**src/rtl/tile_addr_gen.sv**
```systemverilog
// Streaming tile address generator: walks a rows x cols region and emits
// base + row*pitch + col per valid/ready handshake through a 2-stage pipeline.
module tile_addr_gen #(
    parameter int unsigned ADDR_W = 25,
    parameter int unsigned DIM_W  = 15
) (
    input  logic              clk_i,
    input  logic              reset_i,
    input  logic              start_i,
    input  logic              abort_i,
    input  logic [ADDR_W-1:0] cfg_base_i,
    input  logic [DIM_W-1:0]  cfg_rows_i,
    input  logic [DIM_W-1:0]  cfg_cols_i,
    input  logic [DIM_W-1:0]  cfg_pitch_i,
    input  logic              cfg_col_major_i,
    output logic [ADDR_W-1:0] addr_o,
    output logic              addr_valid_o,
    input  logic              addr_ready_i,
    output logic              addr_last_o,
    output logic              busy_o,
    output logic              done_o,
    output logic              overflow_o
);
    localparam int unsigned ProdW = 2 * DIM_W;
    localparam int unsigned SumW  = ((ADDR_W > ProdW) ? ADDR_W : ProdW) + 1;

    typedef enum logic [1:0] {StIdle, StRun, StDrain} state_e;

    state_e            state_q;
    logic [ADDR_W-1:0] base_q;
    logic [DIM_W-1:0]  rows_q, cols_q, pitch_q;
    logic              col_major_q;
    logic [DIM_W-1:0]  row_q, col_q;
    logic              s1_valid_q, s1_last_q;
    logic [ProdW-1:0]  s1_prod_q;
    logic [DIM_W-1:0]  s1_col_q;
    logic [ADDR_W-1:0] addr_q;
    logic              addr_valid_q, addr_last_q, done_q, overflow_q;

    logic              adv, row_last, col_last, last_issue;
    logic [ProdW-1:0]  prod;
    logic [SumW-1:0]   sum;

    always_comb begin
        adv        = !addr_valid_q || addr_ready_i;
        row_last   = (row_q == rows_q - DIM_W'(1));
        col_last   = (col_q == cols_q - DIM_W'(1));
        last_issue = row_last && col_last;
        prod       = ProdW'(row_q) * ProdW'(pitch_q);
        // Full-width sum so bits above ADDR_W reveal wrap-around.
        sum        = SumW'(base_q) + SumW'(s1_prod_q) + SumW'(s1_col_q);
    end

    always_ff @(posedge clk_i) begin
        if (reset_i) begin
            state_q      <= StIdle;
            base_q       <= '0;
            rows_q       <= '0;
            cols_q       <= '0;
            pitch_q      <= '0;
            col_major_q  <= 1'b0;
            row_q        <= '0;
            col_q        <= '0;
            s1_valid_q   <= 1'b0;
            s1_last_q    <= 1'b0;
            s1_prod_q    <= '0;
            s1_col_q     <= '0;
            addr_q       <= '0;
            addr_valid_q <= 1'b0;
            addr_last_q  <= 1'b0;
            done_q       <= 1'b0;
            overflow_q   <= 1'b0;
        end else begin
            done_q <= 1'b0;
            unique case (state_q)
                StIdle: begin
                    if (start_i) begin
                        base_q      <= cfg_base_i;
                        rows_q      <= cfg_rows_i;
                        cols_q      <= cfg_cols_i;
                        pitch_q     <= cfg_pitch_i;
                        col_major_q <= cfg_col_major_i;
                        row_q       <= '0;
                        col_q       <= '0;
                        overflow_q  <= 1'b0;
                        if (cfg_rows_i == '0 || cfg_cols_i == '0) begin
                            done_q <= 1'b1;
                        end else begin
                            state_q <= StRun;
                        end
                    end
                end
                StRun, StDrain: begin
                    if (abort_i) begin
                        state_q      <= StIdle;
                        s1_valid_q   <= 1'b0;
                        s1_last_q    <= 1'b0;
                        addr_valid_q <= 1'b0;
                        addr_last_q  <= 1'b0;
                    end else if (adv) begin
                        addr_valid_q <= s1_valid_q;
                        addr_last_q  <= s1_valid_q && s1_last_q;
                        if (s1_valid_q) begin
                            addr_q <= sum[ADDR_W-1:0];
                            if (|sum[SumW-1:ADDR_W]) overflow_q <= 1'b1;
                        end
                        if (state_q == StRun) begin
                            s1_valid_q <= 1'b1;
                            s1_last_q  <= last_issue;
                            s1_prod_q  <= prod;
                            s1_col_q   <= col_q;
                            if (last_issue) begin
                                state_q <= StDrain;
                            end else if (!col_major_q) begin
                                col_q <= col_last ? '0 : col_q + DIM_W'(1);
                                if (col_last) row_q <= row_q + DIM_W'(1);
                            end else begin
                                row_q <= row_last ? '0 : row_q + DIM_W'(1);
                                if (row_last) col_q <= col_q + DIM_W'(1);
                            end
                        end else begin
                            s1_valid_q <= 1'b0;
                            s1_last_q  <= 1'b0;
                        end
                        // Only the tagged element's handshake ends the walk.
                        if (state_q == StDrain && addr_valid_q && addr_ready_i && addr_last_q) begin
                            state_q <= StIdle;
                            done_q  <= 1'b1;
                        end
                    end
                end
                default: state_q <= StIdle;
            endcase
        end
    end

    assign addr_o       = addr_q;
    assign addr_valid_o = addr_valid_q;
    assign addr_last_o  = addr_last_q;
    assign busy_o       = (state_q != StIdle);
    assign done_o       = done_q;
    assign overflow_o   = overflow_q;

endmodule

```
**config.mk**
```make
export PLATFORM = sky130hd
export DESIGN_NAME = tile_addr_gen
export DESIGN_NICKNAME = d
export VERILOG_FILES = /design/src/rtl/tile_addr_gen.sv
export SDC_FILE = /design/constraint.sdc
export NUM_CORES = 1
export LEC_CHECK = 0
export CORE_MARGIN = 10
export CORE_UTILIZATION = 60
export CTS_CLUSTER_SIZE = 40
export DETAILED_ROUTE_END_ITERATION = 10
export GPL_ROUTABILITY_DRIVEN = 0
export PLACE_DENSITY = 0.8
export REMOVE_ABC_BUFFERS = 1
export SLEW_MARGIN = 20
export SYNTH_ARGS = -nofsm -noshare
export SYNTH_HDL_FRONTEND = slang
export SYNTH_SLANG_ARGS = --single-unit
```
**constraint.sdc**
```tcl
create_clock -name clk_i -period 6.84 [get_ports clk_i]
set_input_delay 1.026 -clock clk_i [delete_from_list [all_inputs] [get_ports clk_i]]
set_output_delay 1.026 -clock clk_i [all_outputs]
set_load 0.05 [all_outputs]
```
==> reports/results.tsv, run 1 <==
stage	metric	value	unit
die	dieArea	0.03614	mm2
critical_path	crit_top_cell	fa_1	
clock_tree	cts_buffer_depth	2	
power	pwr-share-clk	38.6	%
grt	grt_use_total	25.76	%
power	pwr-share-seq	42.5	%
synthesis	synthArstFlopShare	0	%
grt	grt_util_met1	33.36	%
clock_tree	clk_pin_slew	0.08	ns
route	wirelength	46410	um
power	p_per_area	138.0	mW/mm2
route	drtAntennaViolNets	0	
die	floorplan.initialDensity	60.66	%
sta	finalHoldViolations	0	
power	total_power	2.672	mW
synthesis	ys_seq_area_share	20.64	%
die	pin_count	106	
cells_and_area	fin_nets	2571	
grt	grt_first_pass_wirelength	75380	um
synthesis	syn_area_per_cell	8.194	um2
critical_path	cp_data_required_time	7.22	ns
power	ir_drop	163.8	uV
cells_and_area	layout_commonest_cell	nand2_1	
synthesis	yosys_warnings	0	
synthesis	synth_ff_type	dfxtp_1	
route	avgRoutedWirePerCell	18.06	um
die	row_count	62	
route	vias_per_cell	5.884	
clock_tree	clk_latency	0.45	ns
power	switching_share	32.75	%
critical_path	worstPathCellList	buf_4, and2_1, fa_1, inv_1, fa_1, inv_1, fa_1, fa_1, fa_1, inv_1, fa_1, inv_1, ha_1, nand2_1, o21a_1, a21boi_0, a2111oi_1, nor2_1, o31ai_1, o31ai_1, xor2_1, o21ai_0	
route	firstDrtPassIters	7	
grt	top_usage_layer	met2	
critical_path	critical_path_class	reg -> reg	
die	core	0.02863	mm2
clock_tree	cts_tree	yes	
critical_path	arrival	6.92	ns
sta	slew_viol_final	0	
critical_path	cpPeakStageDelay	0.69	ns
sta	clock.fmax	0.1528	GHz
power	power_switching	0.8753	mW
die	fp.dieH	190.1	um
route	vias	15120	
grt	grt_pass1_vias	15070	
grt	antenna_found_initial	0	
synthesis	ys_seq_elements	179	
grt	grt_max_degree	85	
place	hpwl	35250	um
place	portBuffers	105	
sta	timing.final.crit_share	95.70	%
clock_tree	cts_made_buffers	17	
synthesis	syn_inst	2119	
sta	tightest_slew	1.016	ns
clock_tree	cts-root-buf	clkbuf_16	
grt	global_route.usage.met2	42.50	%
min_path	min_path_type	reg -> reg	
grt	grt.overflow.total	0	
critical_path	startpoint_type	flip-flop	
synthesis	synthesis.area	0.01736	mm2
clock_tree	htreeDepth	4	
sta	relSlewSlack	32.26	%
die	die_w	190.1	um
power	p_int	1.797	mW
sta	finalSetupViolations	0	
sta	min_period	6.546	ns
synthesis	synth_enable_flop_cells	0	
cells_and_area	antenna_cells	0	
critical_path	cp_slowest_cell	a2111oi_1	
clock_tree	cts_sinks	179	
sta	holdWs	0.4530	ns
critical_path	path_max_fanout	19	
critical_path	endpoint_kind	flip-flop	
power	pwr-share-comb	18.9	%
power	p_leak	8.925	nW
grt	grt_util_met3	4.559	%
status	status	completed	
route	drt-initial-drc-count	1437	
synthesis	ys_types	75	
cells_and_area	drive_above_1_share	4.529	%
run	cap_violations	0	
cells_and_area	syn_to_final_growth	11.52	%
cells_and_area	mostFrequentLayoutCells	369 x nand2_1, 235 x inv_1, 183 x fa_1, 179 x dfxtp_1, 176 x a21oi_1	
sta	clock_skew	0.01244	ns
route	drcViolationCount	0	
flip-flops by register name, indices dropped and copies added, names as in the netlist, 2 cells and up:
register and cells:
col_q 15, addr_o 25, state_q 2, rows_q 15, cols_q 15, row_q 15
s1_col_q 15, s1_prod_q 30, base_q 25, pitch_q 15
metrics by stage:
step / setup slack (ns) / utilization, % / instance area [um2] / setup TNS, ns / std cells
final: 0.2941 / 67.64 / 19360 / 0 / 2570
after global routing: -0.003100 / 67.64 / 19360 / -0.003100 / 2570
after CTS: 0.2605 / 67.64 / 19360 / 0 / 2570
after detailed placement: 0.3294 / 65.50 / 18750 / 0 / 2538
after global placement: 0.4826 / 65.50 / 18750 / 0 / 2538
after floorplan: 0.8305 / - / 16910 / 0 / 2009
final cells by class:
class | count | area [um2]
Clock buffer | 17 | 425.4
Sequential cell | 179 | 3583
Tap cell | 384 | 480.5
Fill cell | 2282 | 9263
Timing Repair Buffer | 145 | 1349
Inverter | 235 | 882.1
Clock inverter | 15 | 187.7
Multi-Input combinational cell | 1595 | 12450
cells in the mapped netlist, types with 9 or more instances:
library cell / count / area share [%]
nand2b_1: 16 / 0.58
a211oi_1: 17 / 0.74
xor2_1: 30 / 1.5
nor2_1: 90 / 1.9
a21oi_1: 176 / 5.1
o31ai_1: 13 / 0.56
clkbuf_1: 92 / 2.0
and3_1: 30 / 1.1
nor2b_1: 9 / 0.32
and2_1: 139 / 5.0
ha_1: 139 / 10
a21o_1: 29 / 1.3
fa_1: 183 / 21
xnor2_1: 47 / 2.4
dfxtp_1: 179 / 21
nand4_1: 14 / 0.50
nor3b_1: 16 / 0.69
nand3_1: 27 / 0.78
a32o_1: 13 / 0.75
nor4_1: 17 / 0.61
o21ai_0: 74 / 2.1
inv_1: 235 / 5.1
nor3_1: 26 / 0.75
o21bai_1: 9 / 0.39
nand2_1: 370 / 8.0
o21a_1: 9 / 0.39
critical path, delay by kind of cell, from the launching register on:
family / cells / cell delay (ns)
DFF: 1 / 0.32
xor gates and xnor gates: 1 / 0.15
adders and majority gates: 7 / 3.35
AOI/OAI and AO/OA: 6 / 1.78
buffers and inverters: 5 / 0.43
and+or+nand+nor: 3 / 0.48
power by group through the flow:
stage | Clock [mW] | Combinational (mW) | Sequential, mW
2_1_floorplan | 0 | 0.300 | 1.15
4_1_cts | 1.03 | 0.497 | 1.13
5_1_grt | 1.08 | 0.553 | 1.14
6_report | 1.03 | 0.505 | 1.14
3_3_place_gp | 0 | 0.479 | 1.16
3_5_place_dp | 0 | 0.493 | 1.16
worst paths after layout:
| kind | from | to | slack (ns) | cells after the start |
|---|---|---|---|---|
| setup / recovery | row_q[10] | s1_prod_q[28] | 0.29 | 22 |
| hold / removal | addr_o[15] | addr_o[15] | 0.45 | 2 |
| setup reg to reg | row_q[10] | s1_prod_q[28] | 0.29 | 22 |
| hold reg to reg | addr_o[15] | addr_o[15] | 0.45 | 2 |
repair_timing:
item                       4_1_cts  5_1_grt
hold buffers                     0        0
setup endpoints to repair        0        2
setup buffers                    0        0
resized for setup                0        1
layer usage:
| layer | up-vias | part of all wire [%] |
|---|---|---|
| met1 | 7327 | 41 |
| li1 | 7071 | - |
| met4 | 0 | 3.1 |
| met3 | 95 | 8.1 |
| met5 | - | 0 |
| met2 | 630 | 48 |
logic make-up after synthesis:
logic type | Yosys count | synth area share (%)
multiplexers | 7 | 0.4108
flip-flops | 179 | 20.64
AND/OR/NAND/NOR | 789 | 22.09
AO/OA/AOI/OAI | 400 | 14.17
XOR/XNOR | 77 | 3.884
buffers and inverters | 345 | 7.689
adder cells (fa/ha/maj) | 322 | 31.12
Note: power is estimated with default switching activity, not from simulation.
==> run 2, diff against run 1 <==
Settings changed: CELL_PAD_IN_SITES_DETAIL_PLACEMENT set to 0, CELL_PAD_IN_SITES_GLOBAL_PLACEMENT set to 1, CORE_UTILIZATION 60 to 47, PLACE_DENSITY 0.8 to not set, PLACE_DENSITY_LB_ADDON set to 0.1.
==> reports/results.tsv, run 2 (synthesis results as in run 1) <==
stage	metric	value	unit	change
status	status	completed		
min_path	min_path_type	reg -> reg		
place	portBuffers	105		unchanged
grt	grt_first_pass_wirelength	77470	um	+2.8%
die	floorplan.initialDensity	47.54	%	-13 points
min_path	min_path_cells	2		unchanged
cells_and_area	ff_latch_area	0.003583	mm2	unchanged
clock_tree	cts_sinks	179		unchanged
power	p_leak	8.960	nW	+0.40%
critical_path	arrival	6.86	ns	-0.06 ns
route	avgRoutedWirePerCell	17.71	um	-1.9%
clock_tree	cts_tree	yes		
die	core	0.03652	mm2	+28%
critical_path	cpPeakStageDelay	0.66	ns	-0.03 ns
cells_and_area	antenna_cells	0		unchanged
power	p_per_area	137.7	mW/mm2	-0.24%
route	drtAntennaViolNets	0		unchanged
route	drt-initial-drc-count	926		-36%
grt	grt.overflow.total	0		unchanged
sta	finalHoldViolations	0		unchanged
grt	grt_pass1_vias	14620		-3.0%
sta	relSlewSlack	36.27	%	+4.0 points
clock_tree	clk_latency	0.47	ns	+0.02 ns
sta	tns	0	ns	unchanged
sta	clock.fmax	0.1544	GHz	+1.1%
cells_and_area	layout_commonest_cell	nand2_1		
die	pin_count	106		unchanged
clock_tree	htreeDepth	4		unchanged
cells_and_area	syn_to_final_growth	12.47	%	
power	total_power	2.689	mW	+0.61%
cells_and_area	mostFrequentLayoutCells	368 x nand2_1, 235 x inv_1, 183 x fa_1, 179 x dfxtp_1, 176 x a21oi_1		
cells_and_area	largest_register	s1_prod_q		
clock_tree	cts_buffer_depth	2		unchanged
critical_path	cp_slowest_cell	a2111oi_1		
sta	clock_skew	0.01336	ns	+0.0009146 ns
critical_path	critical_path_class	reg -> reg		
sta	worst_slack	0.3645	ns	+0.07041 ns
grt	antenna_found_initial	0		unchanged
power	ir_drop	172.4	uV	+5.2%
sta	slew_viol_final	0		unchanged
clock_tree	cts-root-buf	clkbuf_16		
cells_and_area	fillers	3519		+54%
clock_tree	cts_made_buffers	17		unchanged
die	dieArea	0.04503	mm2	+25%
cells_and_area	fin_nets	2576		+0.19%
critical_path	startpoint_type	flip-flop		
critical_path	worst-path-buf-inv	6		+1
sta	timing.final.crit_share	94.67	%	-1.0 points
sta	holdWs	0.4529	ns	-0.0001110 ns
critical_path	path_max_fanout	16		-3
cells_and_area	largest_reg_flops	30		unchanged
die	fp.dieH	212.2	um	+12%
critical_path	path_depth	23		+4.5%
critical_path	worstPathCellList	and2_1, fa_1, inv_1, fa_1, inv_1, fa_1, inv_1, fa_1, inv_1, fa_1, inv_1, fa_1, inv_1, ha_1, nand2_1, o21a_1, a21boi_0, a2111oi_1, nor2_1, o31ai_1, o31ai_1, xor2_1, o21ai_0		
sta	tightest_slew	0.9549	ns	-0.06121 ns
critical_path	reg2reg_depth	23		+4.5%
die	die_w	212.2	um	+12%
critical_path	cp_data_required_time	7.23	ns	about the same
route	vias_per_cell	5.463		-7.2%
place	place_ws	0.2083	ns	-0.1211 ns
grt	grt_use_total	21.58	%	-4.2 points
sta	rsz0062_at_grt	no		
sta	min_period	6.475	ns	-0.07041 ns
cells_and_area	multiInputGateArea	0.01246	mm2	about the same
route	drcViolationCount	0		unchanged
die	row_count	70		+13%
route	vias	14530		-3.9%
critical_path	endpoint_kind	flip-flop		
place	hpwl	36650	um	+4.0%
clock_tree	clk_pin_slew	0.08	ns	about the same
sta	finalSetupViolations	0		unchanged
grt	grt_max_degree	84		-1.2%
critical_path	cp_top_family	adder cells		
cells_and_area	drive_above_1_share	4.792	%	+0.26 points
run	cap_violations	0		unchanged
route	wirelength	47090	um	+1.5%
route	firstDrtPassIters	7		unchanged
run 2: cell count changes in the layout (fill, tap and decap cells not counted):
cell       delta
buf_4         +4
buf_6         +1
bufinv_16     -1
clkinv_4      -3
clkinv_8      +2
inv_12        +2
inv_6         -3
inv_8         +3
nand2_1       -1
nand2_2       +1
run 2: stage by stage:
stage | std cells | cell area (um2) | utilization (%)
after floorplan | 2009 | 16910 | -
after global placement | 2627 | 18890 | 51.73
after detailed placement | 2627 | 18890 | 51.73
after CTS | 2659 | 19520 | 53.46
after global routing | 2659 | 19530 | 53.47
final | 2659 | 19530 | 53.47
run 2: tightest hold or removal path, cell delays in order (launching register included):
cell and delay (ns):
dfxtp_1 0.31, nand2_1 0.05, a21oi_1 0.05
run 2: cell type report:
type / instances / share of cell area [%]
clock buffers: 17 / 2.179
clock inverters: 15 / 1.044
inverters: 235 / 4.517
multi-input cells: 1595 / 63.79
flip-flops and latches: 179 / 18.35
well taps: 468 / 2.999
repair buffers: 150 / 7.119
run 2: routing by layer:
layer	global-route usage [%]	vias to the layer above	wire length (um)
met5	0	-	0
met4	5.257	0	835
met3	3.622	41	2303
met2	34.48	326	21660
met1	29.76	7077	22290
li1	-	7082	-
run 2: worst paths after layout:
kind | startpoint | to | slack (ns)
worst min-delay path | s1_last_q | s1_last_q | 0.45
worst min register to register | s1_last_q | s1_last_q | 0.45
worst max-delay path | pitch_q[1] | s1_prod_q[28] | 0.36
worst max register to register | pitch_q[1] | s1_prod_q[28] | 0.36
run 2: power breakdown:
part	switching (mW)	internal [mW]	total, mW	leakage (nW)
Clock	0.544	0.507	1.05	0.304
Sequential	0.0606	1.08	1.14	1.45
Combinational	0.306	0.193	0.499	7.20
Total	0.911	1.78	2.69	8.96
run 2: what timing repair did:
action / CTS / global route
buffers inserted: 0 / 0
gates resized for setup: 0 / 1
endpoints found under the setup margin: 0 / 3
hold buffers: 0 / 0
